**src/rtl/imem_loader_pkg.sv**
```systemverilog
// Shared types and constants for the boot-time instruction memory loader.
// Holds the loader FSM encoding and the byte-to-word assembly helper.
package imem_loader_pkg;

  typedef enum logic [1:0] {
    IDLE    = 2'd0,
    COLLECT = 2'd1,
    WRITE   = 2'd2,
    DONE    = 2'd3
  } state_t;

  localparam int BYTES_PER_WORD  = 4;
  localparam int WORD_BYTES_LOG2 = 2;

  // Byte 0 starts a fresh word, so the upper lanes read as zero on a truncated word
  function automatic logic [31:0] insert_byte(input logic [31:0] word,
                                              input logic [1:0]  idx,
                                              input logic [7:0]  data);
    logic [31:0] w;
    w = (idx == 2'd0) ? 32'h0000_0000 : word;
    w[{idx, 3'b000} +: 8] = data;
    return w;
  endfunction

endpackage

```
**src/rtl/imem_loader.sv**
```systemverilog
// Boot-time loader: assembles a little-endian byte stream into 32-bit words,
// writes them to instruction memory and holds the core in reset until done.
module imem_loader
  import imem_loader_pkg::*;
#(
  parameter int unsigned DEPTH     = 256,
  parameter logic [63:0] BASE_ADDR = 64'h0
) (
  input  logic                     clk,
  input  logic                     rst,
  input  logic                     in_valid,
  input  logic [7:0]               in_data,
  input  logic                     in_last,
  output logic                     in_ready,
  output logic                     mem_we,
  output logic [63:0]              mem_addr,
  output logic [31:0]              mem_wdata,
  output logic                     core_hold,
  output logic                     done,
  output logic                     err,
  output logic [$clog2(DEPTH):0]   word_count
);

  localparam int CW = $clog2(DEPTH) + 1;
  localparam logic [CW-1:0] FULL_COUNT = CW'(DEPTH);
  localparam logic [1:0]    LAST_IDX   = 2'(BYTES_PER_WORD - 1);
  localparam logic [63:0]   ADDR_STEP  = 64'(1) << WORD_BYTES_LOG2;

  state_t        r_state;
  state_t        w_next_state;
  logic [1:0]    r_idx;
  logic [1:0]    w_next_idx;
  logic          r_last;
  logic          w_next_last;
  logic          w_set_err;
  logic          w_ready;
  logic          w_accept;
  logic          w_full;
  logic          r_we;
  logic [63:0]   r_addr;
  logic [31:0]   r_wdata;
  logic          r_hold;
  logic          r_done;
  logic          r_err;
  logic [CW-1:0] r_count;

  assign w_ready  = (r_state == IDLE) || (r_state == COLLECT);
  assign w_accept = in_valid && w_ready;
  assign w_full   = (r_count == FULL_COUNT);

  // Next-state, byte index and error-event decode
  always_comb begin
    w_next_state = r_state;
    w_next_idx   = r_idx;
    w_next_last  = r_last;
    w_set_err    = 1'b0;
    case (r_state)
      IDLE, COLLECT: begin
        if (!w_accept) begin
          w_next_state = r_state;
        end else if (w_full) begin
          // Memory is full: drop the byte but let the source drain to in_last
          w_set_err    = 1'b1;
          w_next_state = in_last ? DONE : COLLECT;
        end else if (in_last || (r_idx == LAST_IDX)) begin
          w_next_state = WRITE;
          w_next_last  = in_last;
          w_set_err    = in_last && (r_idx != LAST_IDX);
        end else begin
          w_next_state = COLLECT;
          w_next_idx   = r_idx + 2'd1;
        end
      end
      WRITE: begin
        w_next_idx   = 2'd0;
        w_next_state = r_last ? DONE : COLLECT;
      end
      DONE: begin
        w_next_state = DONE;
      end
      default: begin
        w_next_state = IDLE;
      end
    endcase
  end

  // State, assembler and registered output updates
  always_ff @(posedge clk or negedge rst) begin
    if (!rst) begin
      r_state <= IDLE;
      r_idx   <= 2'd0;
      r_last  <= 1'b0;
      r_we    <= 1'b0;
      r_addr  <= BASE_ADDR;
      r_wdata <= 32'h0000_0000;
      r_hold  <= 1'b1;
      r_done  <= 1'b0;
      r_err   <= 1'b0;
      r_count <= '0;
    end else begin
      r_state <= w_next_state;
      r_idx   <= w_next_idx;
      r_last  <= w_next_last;
      r_we    <= (w_next_state == WRITE);
      r_hold  <= (w_next_state != DONE);
      r_done  <= (w_next_state == DONE);
      r_err   <= r_err | w_set_err;
      if (w_accept && !w_full) begin
        r_wdata <= insert_byte(r_wdata, r_idx, in_data);
      end else begin
        r_wdata <= r_wdata;
      end
      if ((r_state == WRITE) && !w_full) begin
        r_count <= r_count + {{(CW-1){1'b0}}, 1'b1};
        r_addr  <= r_addr + ADDR_STEP;
      end else begin
        r_count <= r_count;
        r_addr  <= r_addr;
      end
    end
  end

  assign in_ready   = w_ready;
  assign mem_we     = r_we;
  assign mem_addr   = r_addr;
  assign mem_wdata  = r_wdata;
  assign core_hold  = r_hold;
  assign done       = r_done;
  assign err        = r_err;
  assign word_count = r_count;

endmodule

```
**config.mk**
```make
export PLATFORM = sky130hd
export DESIGN_NAME = imem_loader
export DESIGN_NICKNAME = d
export VERILOG_FILES = /design/src/rtl/imem_loader_pkg.sv /design/src/rtl/imem_loader.sv
export SDC_FILE = /design/constraint.sdc
export NUM_CORES = 1
export LEC_CHECK = 0
export BUFFER_PORTS_ARGS = -buffer_cell sky130_fd_sc_hd__buf_2
export CAP_MARGIN = 20
export CORE_ASPECT_RATIO = 0.75
export CORE_UTILIZATION = 25
export DETAILED_ROUTE_END_ITERATION = 10
export SLEW_MARGIN = 20
export SYNTH_ARGS = -nofsm -noshare
export SYNTH_HDL_FRONTEND = slang
export SYNTH_SLANG_ARGS = --single-unit
```
**constraint.sdc**
```tcl
create_clock -name clk -period 1.78 [get_ports clk]
set_input_delay 0.267 -clock clk [delete_from_list [all_inputs] [get_ports clk]]
set_output_delay 0.267 -clock clk [all_outputs]
set_load 0.1 [all_outputs]
```
=== After elaboration in Yosys (flattened, before gate mapping) ===
Index checks and enable logic that the tools add are counted.

* Bits in registers: 114
* Input bits: 12
* Output and inout bits: 110
* Logic and storage cells: 59

* Add/sub/neg operators: 4
* Equal/unequal tests: 12
* Shift-type cells: 2
* Mux-type cells: 16
* Bitwise operators: 2
* Reduce and logical (&&, ||, !) cells: 13

{| class="wikitable"
|+ Operators with widths
! cell !! count
|-
| 64-bit by 3-bit adder with 64-bit output (second input constant) || 1
|-
| 32-bit bitwise mux || 1
|-
| 32-bit two-way mux || 1
|-
| 8-bit by 7-bit variable shift with 32-bit output (first input constant) || 1
|-
| 8-bit by 7-bit indexed part select with 32-bit output || 1
|-
| 2-bit two-way mux || 8
|-
| 2-bit equality test (second input constant) || 5
|-
| 2-bit inequality test (second input constant) || 5
|-
| 9-bit by 1-bit adder with 9-bit output (second input constant) || 1
|-
| 9-bit equality test (second input constant) || 1
|-
| 4-bit AND reduction || 2
|-
| 5-bit negator with 7-bit output || 1
|-
| 2-bit one-hot mux with 3 select lines || 1
|-
| 1-bit logical AND || 4
|-
| 2-bit zero test || 2
|-
| 1-bit two-way mux || 4
|-
| 2-bit one-hot mux with 2 select lines || 1
|-
| 2-bit by 1-bit adder with 2-bit output (second input constant) || 1
|-
| 2-bit by 1-bit equality test with 1-bit output (second input constant) || 1
|-
| 1-bit logical OR || 2
|-
| 2-bit nonzero test || 1
|-
| 2-bit OR reduction || 1
|-
| 1-bit zero test || 1
|-
| 1-bit NOT || 1
|-
| 1-bit OR || 1
|}

=== Longest topological paths before layout ===
* Depth in word-level cells: 7
* Gate-level depth with buffers: 8
* Depth with buffers taken out: 7

=== Worst setup path after synthesis ===
OpenSTA, ideal clock, no wires.

* Path type: register to register
* Start point: reg r_addr[2] (netlist: mem_addr[2])
* End point: reg r_addr[60] (netlist: mem_addr[60])
* Library setup time: 163 ps
* Arrival: 2486 ps
* Data required time: 1617 ps
* Slack: -869 ps
* Stages on the path, launching flop included: 7
* Buffers on the path: 0
* Clock period less this slack: 2649 ps
* Path through: dfrtp_1 > ha_1 > nand3_1 > nor4_2 > nand4_2 > nor4_2 > xor2_1

* Longest elaborated chain between the ends: 1

{| class="wikitable"
|+ Ends and longest elaborated chain
! item !! RTL line !! RTL
|-
| start: declaration || imem_loader.sv:40 || <nowiki>logic [63:0] r_addr;</nowiki>
|-
| start signal: assignment || imem_loader.sv:115 || <nowiki>r_addr <= r_addr + ADDR_STEP;</nowiki>
|-
| start signal: assignment || imem_loader.sv:118 || <nowiki>r_addr <= r_addr;</nowiki>
|-
| 64-bit by 3-bit adder with 64-bit output || imem_loader.sv:115 ||
|}

No other way between the ends.
A chain may end at the register's enable or synchronous reset.

=== Worst setup path in the final report ===
* Start point: reg r_count[0] (netlist: word_count[0])
* End point: reg r_wdata[14] (netlist: mem_wdata[14])

* Longest elaborated chain between the ends: 3

{| class="wikitable"
|+ Ends and longest elaborated chain
! item !! RTL line !! RTL
|-
| start: declaration || imem_loader.sv:45 || <nowiki>logic [CW-1:0] r_count;</nowiki>
|-
| start signal: assignment || imem_loader.sv:114 || <nowiki>r_count <= r_count + {{(CW-1){1'b0}}, 1'b1};</nowiki>
|-
| start signal: assignment || imem_loader.sv:117 || <nowiki>r_count <= r_count;</nowiki>
|-
| 9-bit equality test || imem_loader.sv:49 || <nowiki>assign w_full = (r_count == FULL_COUNT);</nowiki>
|-
| 1-bit zero test || imem_loader.sv:108 || <nowiki>if (w_accept && !w_full) begin</nowiki>
|-
| 1-bit logical AND || imem_loader.sv:108 ||
|-
| end signal: assignment || imem_loader.sv:109 || <nowiki>r_wdata <= insert_byte(r_wdata, r_idx, in_data);</nowiki>
|-
| end signal: assignment || imem_loader.sv:111 || <nowiki>r_wdata <= r_wdata;</nowiki>
|-
| end: declaration || imem_loader.sv:41 || <nowiki>logic [31:0] r_wdata;</nowiki>
|}

No other way between the ends.

==> results.md <==
* Drt drc at 0
* Clock Sinks at 112
* Largest area contributor in the netlist: dfrtp_1
* Clock tree from TritonCTS: done
* Max frequency at 0.527 GHz
* Status: complete, but fails checks
* Max-Cap Viols at 0
* Gr ovfl total at 0
* Post-DRT Antenna Nets at 0
* Critical path required time at 2.03 ns
* Worst min path class: in -> reg
* Core area at 0.0202 mm^2
* Slew @ Worst Pin at 0.521 ns
* Critical path data arrival time at 2.15 ns
* Leading cell type in the layout, fill and taps excluded: buf_2
* # diodes at 0
* Count of TritonRoute iterations in the first routing pass at 6
* Routed WL at 14300 um
* Mean post-synth cell area at 10.5 um^2
* Hpwl dp at 10300 um
* Fraction of layout cells with a size suffix above 1 at 54.2%
* Top_reg_cell synth: dfrtp_1
* Finished Core Util at 39.8%
* Sequential area share after synthesis at 54.3%
* Max_slew headroom at 65.5%
* Die span in y at 126 um
* Synth-to-layout area growth at 55.6%
* Initial antenna violation count at 0
* Final Hold Fails at 0
* VDD IR max at 0.371 mV
* Synthesis-stage register bit count at 112
* GRT Resource Usage Total at 13.8%
* Max H-tree Level at 3
* Via density at 4.52
* Fin crit share at 107%
* Root Buffer: clkbuf_16
* First-pass GRT wire length at 23100 um
* Distinct cells, synth at 42
* Worst-path clk slew at 0.08 ns
* TritonCTS Buffers at 9
* Clk_lat worst skew at 0.36 ns
* Post-DR wirelength/cell at 14.7 um
* Worst setup SP type: flip-flop
* Largest net degree at the start of global routing at 58
* Total number of vias at 4401
* Initial core utilization at 25.6%
* Final worst slack at -0.118 ns
* Leak Pwr at 4.00 nW
* Setup Crit Path Kind: reg -> reg
* Failing checks: negative setup slack
* Synth top area share at 53.8%
* I/O pin total at 122
* # port buffers at 119
* Clk buf depth at 2
* CP Capture Type: flip-flop
* Vias in the first global route at 4357
* YS warnings at 0
* Crit Path Max Fanout at 6
* Dpl ws at -0.166 ns
* Die Span X at 168 um
* Mapped cell area at 0.00516 mm^2
* Synth area leaders: dfrtp_1 (54%), xnor2_1 (6.8%), nand2_1 (6.2%), xor2_1 (5.1%), o21ai_0 (3.3%)
* Rows at 45
* Post-synth EDFFs at 0
* Ys async rst share at 100%
* Final min period at 1.90 ns
* Die area at 0.0212 mm^2
* Most frequent cells in the layout: buf_2 (118), buf_4 (74), nand2_1 (67)
* Cells after synthesis at 490
* Drt initial violations at 206
* Nets at 731
* Pwr Density at 593 mW/mm^2
* RePlAce Congestion at 0.798
* Worst clock skew at 0.0100 ns
* Final count of pins violating max slew at 0
* RSZ-0062 raised after global routing: true
* Setup violations, final at 68
==> cells by family after synthesis <==
family                   count (synthesis)  synth area share, %
AND/OR/NAND/NOR                        225                 24.1
flip-flops                             112                 54.3
XOR/XNOR                                70                 11.9
AO/OA/AOI/OAI                           47                 5.31
buffers and inverters                   25                 2.06
adder cells (fa/ha/maj)                  8                 1.94
multiplexers                             2                0.412
other                                    1               0.0726
==> synthesized netlist by cell type, types with 2 or more instances <==
cell	number
nand3_1	23
and4_1	6
nor4_2	5
nor2_1	25
a21oi_1	2
and3_1	8
clkbuf_1	4
xor2_1	30
o21ai_0	34
nor3_1	18
nand4_4	3
nor4_4	2
nor3b_1	3
and2_1	2
nand2_1	85
inv_1	14
ha_1	8
nand4_1	26
or3_1	2
dfrtp_1	111
buf_4	2
nor4_1	6
a22o_1	6
nand2b_1	3
xnor2_1	40
buf_2	4
nand4_2	3
==> through the flow <==
stage | total power, mW | instance area, um^2 | TNS (ns) | cells | hold WS [ns]
3_5_place_dp | 2.75 | 7140 | -5.19 | 940 | 0.140
4_1_cts | 4.84 | 7670 | -4.18 | 963 | 0.164
6_report | 4.77 | 8040 | -2.74 | 974 | 0.181
2_1_floorplan | 2.65 | 5580 | -17.22 | 491 | -0.0286
3_3_place_gp | 2.75 | 7140 | -3.57 | 940 | 0.136
5_1_grt | 4.96 | 8040 | -9.76 | 974 | 0.164
==> power breakdown <==
group / internal (mW) / total (mW) / switching (mW)
logic: 0.0382 / 0.159 / 0.121
clock network: 0.998 / 2.06 / 1.07
registers: 2.54 / 2.55 / 0.00186
==> state kept, by name, indices dropped and copies added (netlist names), 2 cells and up <==
signal      count
mem_wdata      32
r_idx           2
mem_addr       62
r_state         2
word_count      9
==> routing by layer <==
metal	up-vias	share of wire [%]	track usage [%]
met1	2153	51	20.4
met3	11	4.7	3.37
met5	-	0	0
met2	94	44	20.2
li1	2143	-	-
met4	0	0.96	3.51
==> worst paths after layout <==
check                                   start  slack [ns]       endpoint  cells after the start
worst min register to register            err        0.46            err                      1
min in group asynchronous                 rst        0.30   mem_wdata[4]                      2
worst max-delay path            word_count[0]       -0.12  mem_wdata[14]                      9
max in group asynchronous                 rst        0.85   mem_addr[14]                      3
worst max register to register  word_count[0]       -0.12  mem_wdata[14]                      9
worst min-delay path               in_data[2]        0.18   mem_wdata[2]                      3
==> layout make-up <==
type                    instances  area [um^2]
repair buffers                219         1570
inverters                      14         52.6
flip-flops and latches        112         2980
fillers                      1969        12200
well taps                     258          323
clock buffers                   9          225
clock inverters                 7         72.6
multi-input cells             355         2820
==> critical path: stages, from the launching register on <==
cell	delay, ns
dfrtp_4	0.42
inv_2	0.05
ha_4	0.14
and4bb_2	0.26
buf_6	0.13
a21oi_4	0.23
buf_6	0.15
o21ai_4	0.06
buf_6	0.14
a22o_1	0.22
==> timing repair <==
item,4_1_cts,5_1_grt
hold buffers,1,0
setup endpoints to repair,75,92
endpoints found under the hold margin,11,0
gates cloned,2,3
buffers inserted,5,9
pin swaps,13,38
gates resized for setup,46,67
Power figures use the tool's default switching activity.
